$ cat src/rtl/sfp_out_drain.sv
// sfp_out_drain: drain stage for one core's out_sfp result rows.
// Buffers full col-wide rows in a small row FIFO and streams them to the
// result writer one column word per handshake, with back-pressure.
// Optional feature macro: SFP_DRAIN_SAT_EN clamps every output word to the
// signed bw-bit activation range and sign-extends it back to bw_psum bits.
module sfp_out_drain #(
  parameter int col     = 8,
  parameter int bw      = 8,
  parameter int bw_psum = 2*bw+3,
  parameter int depth   = 4
) (
  input  logic                   clk,
  input  logic                   reset_n,
  input  logic                   clr,
  input  logic [col*bw_psum-1:0] in_data,
  input  logic                   in_valid,
  output logic                   in_ready,
  output logic [bw_psum-1:0]     out_data,
  output logic                   out_valid,
  input  logic                   out_ready,
  output logic [$clog2(col)-1:0] out_col,
  output logic                   out_last,
  output logic [15:0]            rows_done,
  output logic                   overflow
);

  localparam int AW = $clog2(depth);
  localparam int CW = $clog2(col);
  localparam logic [AW:0]   FULL_C     = (AW+1)'(depth);
  localparam logic [AW:0]   EMPTY_C    = (AW+1)'(0);
  localparam logic [CW-1:0] LAST_COL_C = CW'(col-1);

`ifdef SFP_DRAIN_SAT_EN
  localparam logic signed [bw_psum-1:0] SAT_MAX_C = bw_psum'((2**(bw-1))-1);
  localparam logic signed [bw_psum-1:0] SAT_MIN_C = ~SAT_MAX_C;

  // Clamp a two's complement column word to the signed bw-bit range.
  function automatic logic [bw_psum-1:0] sat_word(input logic [bw_psum-1:0] w);
    logic signed [bw_psum-1:0] s;
    s = signed'(w);
    if (s > SAT_MAX_C) begin
      return SAT_MAX_C;
    end else if (s < SAT_MIN_C) begin
      return SAT_MIN_C;
    end else begin
      return w;
    end
  endfunction
`endif

  // Row storage is deliberately not reset; outputs are gated by out_valid.
  logic [col*bw_psum-1:0] mem_r [depth];
  logic [AW-1:0]          wr_ptr_r;
  logic [AW-1:0]          rd_ptr_r;
  logic [AW:0]            count_r;
  logic [CW-1:0]          out_col_r;
  logic [15:0]            rows_done_r;
  logic                   overflow_r;

  logic                   in_ready_s;
  logic                   out_valid_s;
  logic                   push_s;
  logic                   xfer_s;
  logic                   pop_s;
  logic [col*bw_psum-1:0] head_row_s;
  logic [bw_psum-1:0]     head_word_s;

  // Handshake decode from registered occupancy and column index only.
  always_comb begin
    in_ready_s  = (count_r != FULL_C);
    out_valid_s = (count_r != EMPTY_C);
    push_s      = in_valid && in_ready_s;
    xfer_s      = out_valid_s && out_ready;
    pop_s       = xfer_s && (out_col_r == LAST_COL_C);
  end

  // Column mux from the head row selected by the registered column index.
  always_comb begin
    head_row_s  = mem_r[rd_ptr_r];
    head_word_s = head_row_s[out_col_r*bw_psum +: bw_psum];
  end

  // Row write port; a cleared cycle never writes so storage stays as-is.
  always_ff @(posedge clk) begin
    if (push_s && !clr) begin
      mem_r[wr_ptr_r] <= in_data;
    end else begin
      mem_r[wr_ptr_r] <= mem_r[wr_ptr_r];
    end
  end

  // FIFO pointers, occupancy, column index, row counter and sticky overflow.
  always_ff @(posedge clk or negedge reset_n) begin
    if (!reset_n) begin
      wr_ptr_r    <= AW'(0);
      rd_ptr_r    <= AW'(0);
      count_r     <= EMPTY_C;
      out_col_r   <= CW'(0);
      rows_done_r <= 16'd0;
      overflow_r  <= 1'b0;
    end else if (clr) begin
      wr_ptr_r    <= AW'(0);
      rd_ptr_r    <= AW'(0);
      count_r     <= EMPTY_C;
      out_col_r   <= CW'(0);
      rows_done_r <= 16'd0;
      overflow_r  <= 1'b0;
    end else begin
      if (push_s) begin
        wr_ptr_r <= wr_ptr_r + AW'(1);
      end
      if (xfer_s) begin
        out_col_r <= (out_col_r == LAST_COL_C) ? CW'(0) : out_col_r + CW'(1);
      end
      if (pop_s) begin
        rd_ptr_r    <= rd_ptr_r + AW'(1);
        rows_done_r <= rows_done_r + 16'd1;
      end
      case ({push_s, pop_s})
        2'b10:   count_r <= count_r + (AW+1)'(1);
        2'b01:   count_r <= count_r - (AW+1)'(1);
        default: count_r <= count_r;
      endcase
      if (in_valid && !in_ready_s) begin
        overflow_r <= 1'b1;
      end
    end
  end

  // Output drive; data and last are forced to zero while nothing is queued.
  always_comb begin
    in_ready  = in_ready_s;
    out_valid = out_valid_s;
    out_col   = out_col_r;
    rows_done = rows_done_r;
    overflow  = overflow_r;
    if (out_valid_s) begin
`ifdef SFP_DRAIN_SAT_EN
      out_data = sat_word(head_word_s);
`else
      out_data = head_word_s;
`endif
      out_last = (out_col_r == LAST_COL_C);
    end else begin
      out_data = {bw_psum{1'b0}};
      out_last = 1'b0;
    end
  end

endmodule
$ cat config.mk
export PLATFORM = sky130hd
export DESIGN_NAME = sfp_out_drain
export DESIGN_NICKNAME = d
export VERILOG_FILES = /design/src/rtl/sfp_out_drain.sv
export SDC_FILE = /design/constraint.sdc
export NUM_CORES = 1
export LEC_CHECK = 0
export ABC_AREA = 1
export CAP_MARGIN = 25
export CORE_MARGIN = 3
export CORE_UTILIZATION = 45
export CTS_BUF_LIST = sky130_fd_sc_hd__clkbuf_2 sky130_fd_sc_hd__clkbuf_4 sky130_fd_sc_hd__clkbuf_8
export DETAILED_ROUTE_END_ITERATION = 7
export GPL_TIMING_DRIVEN = 0
export REMOVE_ABC_BUFFERS = 1
export SYNTH_ARGS = -nofsm -noshare
export SYNTH_HDL_FRONTEND = slang
export SYNTH_SLANG_ARGS = --single-unit
$ cat constraint.sdc
create_clock -name clk -period 19.86 [get_ports clk]
set_input_delay 3.972 -clock clk [delete_from_list [all_inputs] [get_ports clk]]
set_output_delay 3.972 -clock clk [all_outputs]
set_load 0.01 [all_outputs]
==> reports/results.md, run 1 <==
- 0 — total of endpoints with negative setup slack in the final report
- no — setup repair after global routing missed its margin
- 2 — Worst Hold Depth
- 635 — total clock sinks
- 4736 — Filler Cell Count
- 11.52 ns — Final Worst Setup Slack
- 0.06 ns — Worst-path clk slew
- 19.3 um — post-DR wirelength/cell
- 17 — antenna violations before repair
- 46.0% — effective utilization at floorplan
- 1035 — Iteration-0 DRC Markers
- 0 — final number of max-transition violations
- 0 — CTS resizes
- 199 — I/O pin cnt
- 198 — count of input and output buffers
- 4.37 ns — Worst EP arrival
- 72.3% — sequential element share of the synthesized area
- 0 — Warnings, synthesis
- 0.0114 uW — leakage component of the power
- 608 — count of flip-flops with a built-in enable after synthesis
- sky130_fd_sc_hd__edfxtp_1 — prevailing post-synth register cell
- 0.735 — Placer Congestion
- 4.25% — post-synthesis async set-or-reset flop share
- 0 — hold buffer count at CTS
- 29300 um2 — placed inst area
- 0.514 ns — minimum hold slack
- flop to output port — Critical Setup Path Class
- 56900 um2 — CORE AREA
- 3 — H-tree depth reported by CTS
- 36100 um — DP Wirelength
- sky130_fd_sc_hd__edfxtp_1, sky130_fd_sc_hd__nand2_1, sky130_fd_sc_hd__nand3_1 — most area-consuming cells after synthesis
- 120 MHz — highest achievable clock rate
- 42.0% — share of the clock period used by the worst path after layout
- 0 — endpoints failing hold
- 0 — remaining global-route overflow
- count_r[0] — beginning of the worst register-to-register path
- 161 — largest net degree at the start of global routing
- 0.0191 ns — Clock Skew
- 2264 — post-synthesis cell count
- 61100 um2 — die outline area
- 9 — R2R depth
- flop — startpoint type of the worst setup path
- 11.6 um2 — post-synthesis area per instance
- 0 ns — Post-Route Setup TNS
- 0.865 ns — Worst Max-Slew Pin Slew
- 105 — clock buffer count from CTS
- sky130_fd_sc_hd__nand2_1 — most common cell in the synthesized netlist
- 12.22 ns — minimum setup slack after placement
- 635 — FF+latch count, synth
- 91.8 nW/um2 — total power density per cell area
- overflow — critical hold path startpoint
- 31400 um2 — final instance area
- yes — CTS tree
- 99000 um — first-pass GRT wire length
- 69.8% — post-synth top area share
- 26200 um2 — post-synth design cell area
- 3 — buffers from clock root to sink, at most
- mem_r[2][142] — Critical R2R Capture
- 5.22 — vias per cell
- flop to flop — path type of the worst min-delay path
- 0.68 ns — Clock Latency Late Sink
- 9.08% — fraction of layout instances using a drive strength above 1
- 31 — Unique masters post-synth
- 42.3% — normalized max-slew margin
- sky130_fd_sc_hd__clkbuf_8 — cell chosen for the clock root
- 0 — DRC violation count after routing
- 117 — Max FO, Critical Path
- overflow — Worst Hold Path EP
- 8.34 ns — post-layout min period
- 64200 um — final wirelength
- 2880 uW — Total Power Consumption
- 0 — count of nets left with antenna violations after detail routing
- 2642 — number of nets in the layout
- 247 um — Die Span X
- sky130_fd_sc_hd__nand2_1, sky130_fd_sc_hd__edfxtp_1, sky130_fd_sc_hd__nand3_1 — most common library cells after synthesis
- 17395 — total via count after detailed routing
- 247 um — DIE HEIGHT
- 17438 — via count of the first global-routing pass
- finished, final reports clean — result of the run
- 0.0000530 V — Worst IR Drop VDD
- 21.2% — total routing usage reported by global routing
- 87 — number of standard-cell rows in the floorplan
- 15.89 ns — required time at the worst-slack endpoint
- 19.9% — area added between synthesis and finish
- 0 — Post-CTS Setup Inserts
- 17.06 ns — reg-to-reg slack, setup
- sky130_fd_sc_hd__edfxtp_1 — post-synth top area cell
- 5 — TritonRoute pass-1 iters
- 0 — max capacitance violation total
- output port — kind of end point of the critical path
[stage by stage]
| stage | cells | util, % |
|---|---|---|
| final | 3330 | 55.1 |
| after global placement | 3084 | 49.6 |
| after floorplan | 2130 | - |
| after detailed placement | 3126 | 51.4 |
| after CTS | 3321 | 55.1 |
| after global routing | 3327 | 55.1 |
[power breakdown]
| part | switching [uW] | internal (uW) | leakage (uW) |
|---|---|---|---|
| Combinational | 140 | 98.0 | 0.00445 |
| Clock | 502 | 615 | 0.00111 |
| Sequential | 14.5 | 1510 | 0.00589 |
[layout by cell type, fill, tap and decap left out, drive strengths merged]
master	count
a21oi	12
a22oi	1
buf	42
bufinv	2
clkbuf	151
clkdlybuf4s50	198
clkinv	42
clkinvlp	1
dfrtp	27
diode	9
edfxtp	608
fa	1
ha	7
inv	34
nand2	783
nand3	424
nand4	9
nor2	144
nor3	6
nor3b	1
o21ai	70
xnor2	1
xor2	1
[area by class of cell]
cell class | count | area (um2) | share of cell area [%]
clock buffers | 151 | 1830 | 5.83
multi-input cells | 1460 | 6290 | 20.0
repair buffers | 240 | 2940 | 9.38
well taps | 756 | 946 | 3.02
flip-flops and latches | 635 | 18900 | 60.4
clock inverters | 44 | 241 | 0.770
inverters | 35 | 154 | 0.491
diodes | 9 | 22.5 | 0.0718
[cell families after synthesis]
family	count (synthesis)	share of synthesized area, %
DFF	635	72.3
adders and majority gates	8	0.411
AOI/OAI and AO/OA	83	1.61
and+or+nand+nor	1367	21.8
xor gates and xnor gates	2	0.0669
buffers and inverters	169	3.73
[worst max-delay path by stage]
stage	cells past startpoint	slack (ns)	start	endpoint
2_1_floorplan	7	7.86	rd_ptr_r[0]	out_data[12]
3_3_place_gp	8	0.14	rd_ptr_r[0]	out_data[11]
3_5_place_dp	11	12.22	rd_ptr_r[1]	out_data[4]
4_1_cts	11	11.45	rd_ptr_r[1]	out_data[4]
5_1_grt	11	11.28	rd_ptr_r[1]	out_data[4]
6_report	11	11.52	rd_ptr_r[1]	out_data[1]
[flip-flops by register name (all words and copies together) (netlist names)]
name and flops:
count_r 3, mem_r 608, out_col 3, overflow 1
rd_ptr_r 2, rows_done 16, wr_ptr_r 2
[routing by layer]
layer  share of wire [%]  global-route usage (%)  wire length (um)  up-vias
li1                    -                       -                 -     8331
met1                  43                    27.5             27600     8492
met2                  48                    34.9             31000      440
met3                 6.3                    5.24              4070      114
met4                 2.2                    7.54              1390       18
met5                0.19                       0               120        -
[worst max-delay path, stage by stage (launching register included)]
cell and delay (ns):
sky130_fd_sc_hd__dfrtp_4 0.74, sky130_fd_sc_hd__buf_16 0.33, sky130_fd_sc_hd__buf_16 0.24, sky130_fd_sc_hd__inv_8 0.33
sky130_fd_sc_hd__buf_16 0.50, sky130_fd_sc_hd__o21ai_0 0.19, sky130_fd_sc_hd__o21ai_1 0.16, sky130_fd_sc_hd__nor2_1 0.05
sky130_fd_sc_hd__nor2_1 0.11, sky130_fd_sc_hd__nor2_1 0.07, sky130_fd_sc_hd__nor2_1 0.20, sky130_fd_sc_hd__clkdlybuf4s50_1 0.58
Note: power is estimated with default switching activity, not from simulation.
==> run 2: changes to the inputs <==
==> constraint.sdc (replaced) <==
create_clock -name clk -period 8.34 [get_ports clk]
set_input_delay 1.668 -clock clk [delete_from_list [all_inputs] [get_ports clk]]
set_output_delay 1.668 -clock clk [all_outputs]
set_load 0.01 [all_outputs]
==> results of run 2 <==
The final DEF is identical to that of run 1. Status: finished, final reports clean.
Main changes from that run: setup slack after placement 12.22 ns -> 3.01 ns; setup slack after layout 11.52 ns -> 2.30 ns; register-to-register setup slack 17.06 ns -> 5.54 ns; total power 2880 uW -> 6860 uW; worst IR drop on VDD 0.0000530 V -> 0.000126 V
==> run 3: changes to the inputs <==
--- a/config.mk
+++ b/config.mk
@@ -12,6 +12,7 @@
 export CTS_BUF_LIST = sky130_fd_sc_hd__clkbuf_2 sky130_fd_sc_hd__clkbuf_4 sky130_fd_sc_hd__clkbuf_8
 export DETAILED_ROUTE_END_ITERATION = 7
 export GPL_TIMING_DRIVEN = 0
+export PLACE_DENSITY = 0.66
 export REMOVE_ABC_BUFFERS = 1
 export SYNTH_ARGS = -nofsm -noshare
 export SYNTH_HDL_FRONTEND = slang
==> constraint.sdc (replaced) <==
create_clock -name clk -period 5.35 [get_ports clk]
set_input_delay 1.07 -clock clk [delete_from_list [all_inputs] [get_ports clk]]
set_output_delay 1.07 -clock clk [all_outputs]
set_load 0.01 [all_outputs]
==> run 3 against run 2 <==
Global-route usage shrank 0.33 points. Non-clock buffer count did not move. Total power rose by 55%. Hold slack better by 0.014 ns. Final area is 0.11% lower. Sequential cell count unchanged. Routed wire length decreased by 0.74%. Clock skew is 0.00076 ns higher. Highest routed layer unchanged.
==> reports/results.md, run 3 (synthesized netlist as in run 1, its figures left out) <==
- 93.9% — share of the clock period used by the worst path after layout
- 0 — DRC violation count after routing, unchanged
- yes — CTS tree
- 3124 — cell count after placement, -0.064%
- sky130_fd_sc_hd__clkbuf_8 — cell chosen for the clock root
- 3.96 ns — Worst EP arrival, -0.41 ns
- 126 — largest net degree at the start of global routing, -22%
- 55.0% — final core utilization, -0.062 points
- 1.09 ns — Worst Max-Slew Pin Slew, +0.227 ns
- sky130_fd_sc_hd__nand2_1 — Critical Path Most Common Cell
- 87 — number of standard-cell rows in the floorplan, unchanged
- rd_ptr_r[0] — start point of the critical path
- 0 — count of nets left with antenna violations after detail routing, unchanged
- 63800 um — final wirelength, -0.74%
- 0.000200 V — Worst IR Drop VDD
- 199 — I/O pin cnt, unchanged
- 0.69 ns — Clock Latency Late Sink, about the same
- 339 nW/um2 — total power density per cell area
- 247 um — Die Span X, unchanged
- 4.28 ns — required time at the worst-slack endpoint
- 0.0114 uW — leakage component of the power, -0.33%
- 19.2 um — post-DR wirelength/cell, -0.44%
- 0 — max capacitance violation total, unchanged
- 3 — buffers from clock root to sink, at most, unchanged
- 0.0198 ns — Clock Skew, +0.000760 ns
- 0 — final number of max-transition violations, unchanged
- 36400 um — DP Wirelength, +0.81%
- 56900 um2 — CORE AREA, unchanged
- flop to flop — path type of the worst min-delay path
- count_r[0] — beginning of the worst register-to-register path
- 0.782 — Placer Congestion, +6.3%
- buf_16, inv_16, buf_16, nand2_1, nand3_1, nand3_1, nand2_1, nand2_1, nand3_1, nand2_1, nor2_1, clkdlybuf4s50_1 — chain of cells forming the critical path
- 0.76 ns — Critical Path Max Stage Delay, +0.02 ns
- 5.03 ns — post-layout min period
- 5 — TritonRoute pass-1 iters, unchanged
- flop to output port — Critical Setup Path Class
- 17412 — via count of the first global-routing pass, -0.15%
- 102 — clock buffer count from CTS, -2.9%
- flop — startpoint type of the worst setup path
- 19.7% — area added between synthesis and finish
- 0.06 ns — Worst-path clk slew, about the same
- 1315 — Iteration-0 DRC Markers, +27%
- 46.0% — effective utilization at floorplan, unchanged
- 27.0% — normalized max-slew margin, -15 points
- 635 — total clock sinks, unchanged
- 199 MHz — highest achievable clock rate
- buffers and inverters — family of cells with the greatest summed delay on the critical path
- finished, final reports clean — result of the run
- yes — setup repair after global routing missed its margin
- 4 — Buffers & Inverters on Critical Path, -1
- overflow — critical hold path startpoint
- sky130_fd_sc_hd__dfrtp_4 — Critical-path top delay cell
- mem_r — register bank with the most flops
- 8.73% — fraction of layout instances using a drive strength above 1, -0.35 points
- 0 — endpoints failing hold, unchanged
- 115 — Max FO, Critical Path, -1.7%
- sky130_fd_sc_hd__nand2_1, sky130_fd_sc_hd__edfxtp_1, sky130_fd_sc_hd__nand3_1 — commonest non-fill, non-tap cells in the layout
- output port — kind of end point of the critical path
- 20.9% — total routing usage reported by global routing, -0.33 points
- 0.550 ns — minimum setup slack after placement
- 0 — total of endpoints with negative setup slack in the final report, unchanged
- 61100 um2 — die outline area, unchanged
- 3 — H-tree depth reported by CTS, unchanged
- 608 — flip-flop count of the largest register after layout, unchanged
- 0 ns — Post-Route Setup TNS, unchanged
- 5.25 — vias per cell, +0.42%
- 97200 um — first-pass GRT wire length, -1.8%
- 17415 — total via count after detailed routing, +0.11%
- 17 — antenna violations before repair, unchanged
- 247 um — DIE HEIGHT, unchanged
- 3320 — Final Instance Count excl. Fillers, -0.30%
- 0.325 ns — Final Worst Setup Slack
- 198 — count of input and output buffers, unchanged
- 0 — remaining global-route overflow, unchanged
- sky130_fd_sc_hd__nand2_1 — leading cell type in the layout, fill and taps excluded
- 2639 — number of nets in the layout, -0.11%
[run 3: changes by cell type in the layout (fill, tap and decap cells not counted), moves of 2 or more]
cell / previous run / this run
sky130_fd_sc_hd__clkinv_1: 26 / 23
sky130_fd_sc_hd__buf_12: 26 / 24
sky130_fd_sc_hd__clkbuf_4: 40 / 36
sky130_fd_sc_hd__clkinvlp_4: 1 / 4
sky130_fd_sc_hd__clkbuf_8: 111 / 108
sky130_fd_sc_hd__clkinv_2: 16 / 9
sky130_fd_sc_hd__diode_2: 9 / 11
[run 3: stage by stage]
stage	hold slack (ns)	total power, uW	instance area, um2
5_1_grt	0.563	11000	31300
3_5_place_dp	0.530	6640	29200
6_report	0.529	10600	31300
4_1_cts	0.539	10700	31300
2_1_floorplan	0.502	6160	25300
3_3_place_gp	0.508	6640	28300
[run 3: cell type report]
type	instances	area, um2
tap	756	946
clock buffer	144	1760
inverter	35	158
sequential	635	18900
fill	4660	25600
timing repair buffer	240	2960
antenna	11	27.5
clock inverter	39	256
multi-input combinational	1460	6290
[run 3: worst reg2reg max path: stages, from the launching register on]
cell                      delay (ns)
sky130_fd_sc_hd__dfrtp_1        0.42
sky130_fd_sc_hd__nor2_1         0.10
sky130_fd_sc_hd__nand2_1        0.09
sky130_fd_sc_hd__nand2_1        0.09
sky130_fd_sc_hd__nor2_1         0.28
sky130_fd_sc_hd__inv_1          0.25
sky130_fd_sc_hd__nor2_4         0.64
sky130_fd_sc_hd__buf_12         0.29
sky130_fd_sc_hd__buf_12         0.23
sky130_fd_sc_hd__buf_12         0.26
[run 3: path summary, 6_finish.rpt]
kind                       slack [ns]  cells past startpoint            to
max reg2reg                      2.37                      9  mem_r[0][30]
max in group asynchronous        4.09                      2   rd_ptr_r[0]
max                              0.32                     12   out_data[5]
min reg2reg                      0.53                      2      overflow
min                              0.53                      2      overflow
min in group asynchronous        0.76                      1  rows_done[7]
[run 3: metal layers]
layer | vias to the layer above | routed length (um) | share of wire (%) | GRT usage, %
li1 | 8318 | - | - | -
met1 | 8419 | 25600 | 40 | 25.3
met2 | 535 | 31800 | 50 | 35.8
met3 | 127 | 4820 | 7.6 | 5.66
met4 | 16 | 1410 | 2.2 | 7.84
met5 | - | 110 | 0.17 | 0
[run 3: repair_timing]
action,4_1_cts,5_1_grt
endpoints found under the setup margin,14,14
endpoints found under the hold margin,0,0
buffers inserted,0,0
resized for setup,0,2
cloned,1,1
hold buffers,0,0
[run 3: power breakdown]
group	internal, uW	switching [uW]	total (uW)
Clock	2250	1820	4080
Combinational	355	513	869
Sequential	5610	56.2	5660
